--- src/rtl/sync_fifo_flags.sv ---
// sync_fifo_flags: single-clock flop-based FIFO with occupancy count,
// programmable almost-full/almost-empty thresholds, sticky overflow/underflow
// flags, synchronous flush and write-through-when-full.
// Optional build macro SYNC_FIFO_FLAGS_OREG_EN selects a registered read port
// (1-cycle latency, rd_en is a request). Without it the read port is
// show-ahead (dout is the head of queue, rd_en acknowledges it).
module sync_fifo_flags #(
    parameter int DSIZE = 8,
    parameter int ASIZE = 4
) (
    input  logic             clk,
    input  logic             rst_b,
    input  logic [DSIZE-1:0] din,
    input  logic             wr_en,
    input  logic             rd_en,
    input  logic             flush,
    input  logic             clr_err,
    input  logic [ASIZE:0]   af_thresh,
    input  logic [ASIZE:0]   ae_thresh,
    output logic [DSIZE-1:0] dout,
    output logic             dout_vld,
    output logic             full,
    output logic             empty,
    output logic             almost_full,
    output logic             almost_empty,
    output logic [ASIZE:0]   count,
    output logic             overflow,
    output logic             underflow
);

    localparam int DEPTH = 2 ** ASIZE;
    localparam int CW    = ASIZE + 1;

    // Storage is deliberately not reset; only pointers and flags are.
    logic [DSIZE-1:0] mem_q [DEPTH];

    logic [ASIZE-1:0] wr_ptr_q, wr_ptr_d;
    logic [ASIZE-1:0] rd_ptr_q, rd_ptr_d;
    logic [CW-1:0]    count_q, count_d;
    logic             full_q, full_d;
    logic             empty_q, empty_d;
    logic             overflow_q, overflow_d;
    logic             underflow_q, underflow_d;

    logic rd_acc;
    logic wr_acc;

    // A write into a full FIFO is allowed when a read frees a slot in the
    // same cycle; a read on an empty FIFO is always refused.
    assign rd_acc = rd_en & ~empty_q & ~flush;
    assign wr_acc = wr_en & (~full_q | rd_en) & ~flush;

    // Next-state for pointers, occupancy, derived full/empty and error flags.
    always_comb begin
        wr_ptr_d    = wr_ptr_q;
        rd_ptr_d    = rd_ptr_q;
        count_d     = count_q;
        overflow_d  = overflow_q & ~clr_err;
        underflow_d = underflow_q & ~clr_err;

        if (flush) begin
            wr_ptr_d = '0;
            rd_ptr_d = '0;
            count_d  = '0;
        end else begin
            if (wr_acc) wr_ptr_d = wr_ptr_q + 1'b1;
            if (rd_acc) rd_ptr_d = rd_ptr_q + 1'b1;
            count_d = count_q + {{ASIZE{1'b0}}, wr_acc} - {{ASIZE{1'b0}}, rd_acc};
        end

        // Setting an error wins over a simultaneous clr_err.
        if (wr_en & full_q & ~rd_en & ~flush) overflow_d = 1'b1;
        if (rd_en & empty_q & ~flush)         underflow_d = 1'b1;

        full_d  = (count_d == CW'(DEPTH));
        empty_d = (count_d == '0);
    end

    // Control state register with asynchronous active-low reset.
    always_ff @(posedge clk or negedge rst_b) begin
        if (!rst_b) begin
            wr_ptr_q    <= '0;
            rd_ptr_q    <= '0;
            count_q     <= '0;
            full_q      <= 1'b0;
            empty_q     <= 1'b1;
            overflow_q  <= 1'b0;
            underflow_q <= 1'b0;
        end else begin
            wr_ptr_q    <= wr_ptr_d;
            rd_ptr_q    <= rd_ptr_d;
            count_q     <= count_d;
            full_q      <= full_d;
            empty_q     <= empty_d;
            overflow_q  <= overflow_d;
            underflow_q <= underflow_d;
        end
    end

    // Storage write on every accepted write.
    always_ff @(posedge clk) begin
        if (wr_acc) mem_q[wr_ptr_q] <= din;
    end

    assign count        = count_q;
    assign full         = full_q;
    assign empty        = empty_q;
    assign overflow     = overflow_q;
    assign underflow    = underflow_q;
    // Thresholds above DEPTH can never be reached, so almost_full stays low.
    assign almost_full  = (count_q >= af_thresh);
    assign almost_empty = (count_q <= ae_thresh);

`ifdef SYNC_FIFO_FLAGS_OREG_EN
    logic [DSIZE-1:0] dout_q;
    logic             dout_vld_q;

    // Registered read port: capture head on an accepted read, hold otherwise.
    always_ff @(posedge clk or negedge rst_b) begin
        if (!rst_b) begin
            dout_q     <= '0;
            dout_vld_q <= 1'b0;
        end else begin
            dout_vld_q <= rd_acc;
            if (rd_acc) dout_q <= mem_q[rd_ptr_q];
        end
    end

    assign dout     = dout_q;
    assign dout_vld = dout_vld_q;
`else
    // Show-ahead read port: head of queue is always on dout.
    assign dout     = mem_q[rd_ptr_q];
    assign dout_vld = ~empty_q;
`endif

endmodule

--- config.mk ---
export PLATFORM = sky130hd
export DESIGN_NAME = sync_fifo_flags
export DESIGN_NICKNAME = d
export VERILOG_FILES = /design/src/rtl/sync_fifo_flags.sv
export SDC_FILE = /design/constraint.sdc
export NUM_CORES = 1
export LEC_CHECK = 0
export ABC_AREA = 1
export CAP_MARGIN = 10
export CORE_ASPECT_RATIO = 1.4
export CORE_MARGIN = 2
export CORE_UTILIZATION = 35
export CTS_CLUSTER_DIAMETER = 80
export DETAILED_ROUTE_END_ITERATION = 8
export GPL_ROUTABILITY_DRIVEN = 0
export MAX_ROUTING_LAYER = met4
export PLACE_DENSITY_LB_ADDON = 0.25
export SLEW_MARGIN = 20
export SYNTH_ARGS = -nofsm -noshare
export SYNTH_HDL_FRONTEND = slang
export SYNTH_SLANG_ARGS = --single-unit
--- constraint.sdc ---
create_clock -name clk -period 2.6 [get_ports clk]
set_input_delay 0.52 -clock clk [delete_from_list [all_inputs] [get_ports clk]]
set_output_delay 0.52 -clock clk [all_outputs]
set_load 0.02 [all_outputs]
==> impl_results.rst <==
.. list-table::
   :header-rows: 1

   * - Metric
     - Value
   * - Sequential share of the synthesized area
     - 66.6%
   * - Number of placement rows
     - 58
   * - Max Fclk
     - 404 MHz
   * - Leftover overflow at the end of global routing
     - 0
   * - Max capacitance violation total
     - 0
   * - Required time of the critical path
     - 2.08 ns
   * - Number of nets with antenna violations after detailed routing
     - 0
   * - Slowest cell on the critical path
     - dfrtp_2
   * - Number of endpoints failing setup at the final stage
     - 0
   * - Path depth of the worst reg2reg path
     - 14
   * - Synthesized area per cell
     - 10.8 µm²
   * - Synth area leader
     - edfxtp_1
   * - Most frequent cells in the layout
     - nand2_1 (142), edfxtp_1 (128), nor2_1 (86)
   * - Sinks on Clock Net
     - 145
   * - Post-Syn Nets
     - 641
   * - Share of the synthesized area in the top cell type
     - 59.9%
   * - Pin count of the biggest net entering global routing
     - 29
   * - Total detailed-routing wirelength
     - 14.7 mm
   * - CP Class
     - reg2out
   * - Number of antenna repair diodes
     - 0
   * - Total of flip-flops plus latches after synthesis
     - 145
   * - Setup slack after layout
     - 0.124 ns
   * - Predominant post-synthesis flop cell
     - edfxtp_1
   * - Total via count in the routed design
     - 4464
   * - Peak fanout along the critical path
     - 16
   * - Die Y
     - 164 µm
   * - Chip Width
     - 118 µm
   * - Most frequent standard cell in the layout excluding fill and tap cells
     - nand2_1
   * - Antenna violations before repair
     - 0
   * - Leakage power
     - 0.00309 µW
   * - CP Data Arrival Time
     - 1.96 ns
   * - Insertion delay to the later sink of the worst-skew pair
     - 0.42 ns
   * - Outcome
     - completed
   * - Worst setup timing slack at the placement stage
     - -0.361 ns
   * - Htree depth
     - 4
   * - Share of cells above drive strength 1
     - 14.3%
   * - Initial standard-cell utilization of the core
     - 35.6%
   * - Worst setup EP type
     - output pin
   * - Maximum vdd ir drop
     - 0.491 mV
   * - Vias/cell
     - 4.79
   * - Hold Violations, Final
     - 0
   * - Min Hold Slack
     - 0.417 ns
   * - Via count of the first global-routing pass
     - 4577
   * - Number of warnings printed during yosys synthesis
     - 0
   * - Most frequent cell on the critical path
     - nand2_1
   * - Number of DRC markers after the initial detailed-route iteration
     - 294
   * - Signed area change from the synthesized netlist to the final layout
     - 24.4%
   * - Max-slew violation count
     - 0
   * - Average wire length per cell after detail routing
     - 15.8 µm
   * - Number of enable-type register cells in the synthesized netlist
     - 128
   * - Post-layout min period
     - 2.48 ns
   * - Total die area
     - 19400 µm²
   * - Count of unresolved DRC violations after routing
     - 0
   * - Worst Clk Skew
     - 0.00770 ns
   * - Final layout net count
     - 725
   * - Worst-Margin Slew
     - 0.684 ns
   * - Worst slew margin relative to its limit
     - 54.2%
   * - Main area contributors after synthesis
     - edfxtp_1 (60%), nand2_1 (8.5%), dfrtp_1 (6.2%)
   * - First-pass GRT wire length
     - 23.4 mm
   * - FILL cells
     - 1746
   * - Detailed-placement wirelength estimate
     - 10.3 mm
   * - Synthesized netlist cell count
     - 596
   * - Unrepaired setup endpoints after global routing
     - no
   * - Standard cell core area
     - 18000 µm²
   * - Pre-Repair DR Iteration Count
     - 4
   * - Sum of negative setup slack
     - 0 ns
   * - CTS Hold Buffers Added
     - 0
   * - Destination of the worst register-to-register timing path
     - full$_DFF_PN0_
   * - Register-to-Register Setup Slack
     - 0.26 ns
   * - Origin of the critical flop-to-flop path
     - empty$_DFF_PN1_
   * - Class of the tightest hold or removal check
     - in2reg
   * - Cell at the root of the clock tree
     - clkbuf_16
   * - Total Power
     - 6570 µW
   * - Post-synth design cell area
     - 6410 µm²
   * - Total routing usage reported by global routing
     - 16.6%
   * - Final critical-path share of the clock period
     - 95.2%
   * - Top-Level Pins
     - 44
   * - Pwr Density
     - 823 nW/µm²
   * - TritonCTS clock tree
     - yes
   * - Worst Hold Depth
     - 3
   * - Startpoint of the lowest-slack hold path
     - rd_en
   * - Maximum number of buffers from clock root to sink
     - 2
   * - TritonCTS buffer count
     - 17
   * - Netlist cell types
     - 29
   * - Async S/R FF share, synth
     - 11.7%
   * - Sequence of cells on the critical path
     - nand2_1 > inv_2 > buf_12 > nand3_1 > nand2_1 > nor2_1 > nand2_1 > nand2_1 > clkdlybuf4s15_1
   * - Largest incremental delay on the critical path
     - 0.47 ns
   * - Hold worst-path end
     - underflow$_DFF_PN0_
   * - Critical Path Source Type
     - flip-flop
   * - Count of buffers from port buffering
     - 43
   * - Clock-pin slew of the registers on the worst-case setup and hold paths
     - 0.06 ns
## worst max path at each step
stage,slack (ns),startpoint,end,depth (start not counted)
global route,0.004,rd_ptr_q[1]$_DFFE_PN0P_,dout[0],9
floorplan,0.19,rd_en,empty$_DFF_PN1_,16
CTS,0.004,rd_ptr_q[0]$_DFFE_PN0P_,dout[2],9
finish,0.12,rd_ptr_q[1]$_DFFE_PN0P_,dout[0],9
global placement,-0.24,rd_en,empty$_DFF_PN1_,17
detailed placement,-0.36,rd_en,empty$_DFF_PN1_,17
## layer usage
metal / vias up / wire, µm / global-route usage [%]
met4: 0 / 647 / 9.63
met5: - / 0 / -
met3: 44 / 553 / 3.72
met1: 2105 / 5610 / 16.1
li1: 2195 / - / -
met2: 120 / 7930 / 30.2
## cells in the mapped netlist (2+ instances only)
| library cell | n |
|---|---|
| nor2_1 | 90 |
| a21oi_1 | 26 |
| inv_2 | 3 |
| inv_1 | 46 |
| dfrtp_1 | 16 |
| o22ai_1 | 2 |
| nor3_1 | 2 |
| o211ai_1 | 8 |
| ha_1 | 20 |
| buf_4 | 3 |
| nand3_1 | 45 |
| o21ai_1 | 12 |
| nand2_1 | 145 |
| edfxtp_1 | 128 |
| clkbuf_1 | 3 |
| buf_6 | 4 |
| o21ai_0 | 20 |
| nand4_1 | 2 |
| buf_2 | 11 |
## what timing repair did
| action | in CTS | in global routing |
|---|---|---|
| gates resized for setup | 12 | 29 |
| setup endpoints to repair | 10 | 11 |
| setup buffers | 0 | 1 |
| endpoints found under the hold margin | 0 | 0 |
| pin swaps | 0 | 5 |
## area by class of cell
type	count	area [µm²]	area share, %
Sequential cell	145	4270	53.5
Multi-Input combinational cell	379	1850	23.2
Timing Repair Buffer	87	791	9.91
Clock buffer	18	429	5.38
Tap cell	240	300	3.76
Inverter	50	190	2.38
Clock inverter	13	145	1.82
## state kept, by name, summed over array words and instances (netlist names)
name / cells
empty: 1
overflow: 1
count: 5
mem_q: 128
wr_ptr_q: 4
underflow: 1
rd_ptr_q: 4
full: 1
## metrics by stage
stage,cell area (µm²),utilization [%],cells
3_5_place_dp,7380,41.0,900
6_report,7980,44.3,932
3_3_place_gp,7380,41.0,900
2_1_floorplan,6410,-,596
5_1_grt,7980,44.3,932
4_1_cts,7950,44.2,931
## power by group
part	leakage (µW)	internal (µW)	switching, µW	total [µW]
clock	0.000268	1480	881	2360
sequential	0.00138	2620	95.3	2710
combinational	0.00144	587	903	1490
total	0.00309	4690	1880	6570
## logic make-up after synthesis
family | after synthesis | share of synthesized area, %
flip-flops | 145 | 66.6
XOR/XNOR | 1 | 0.137
AO/OA/AOI/OAI | 70 | 5.93
AND/OR/NAND/NOR | 287 | 18.0
adder cells (fa/ha/maj) | 21 | 4.21
buffers and inverters | 72 | 5.11
## worst max-delay path: cells and delay by family, from the launching register on
kind          cells  cell delay (ns)
flops             1             0.47
buf+inv           3             0.52
simple gates      6             0.53
Power figures use the tool's default switching activity.
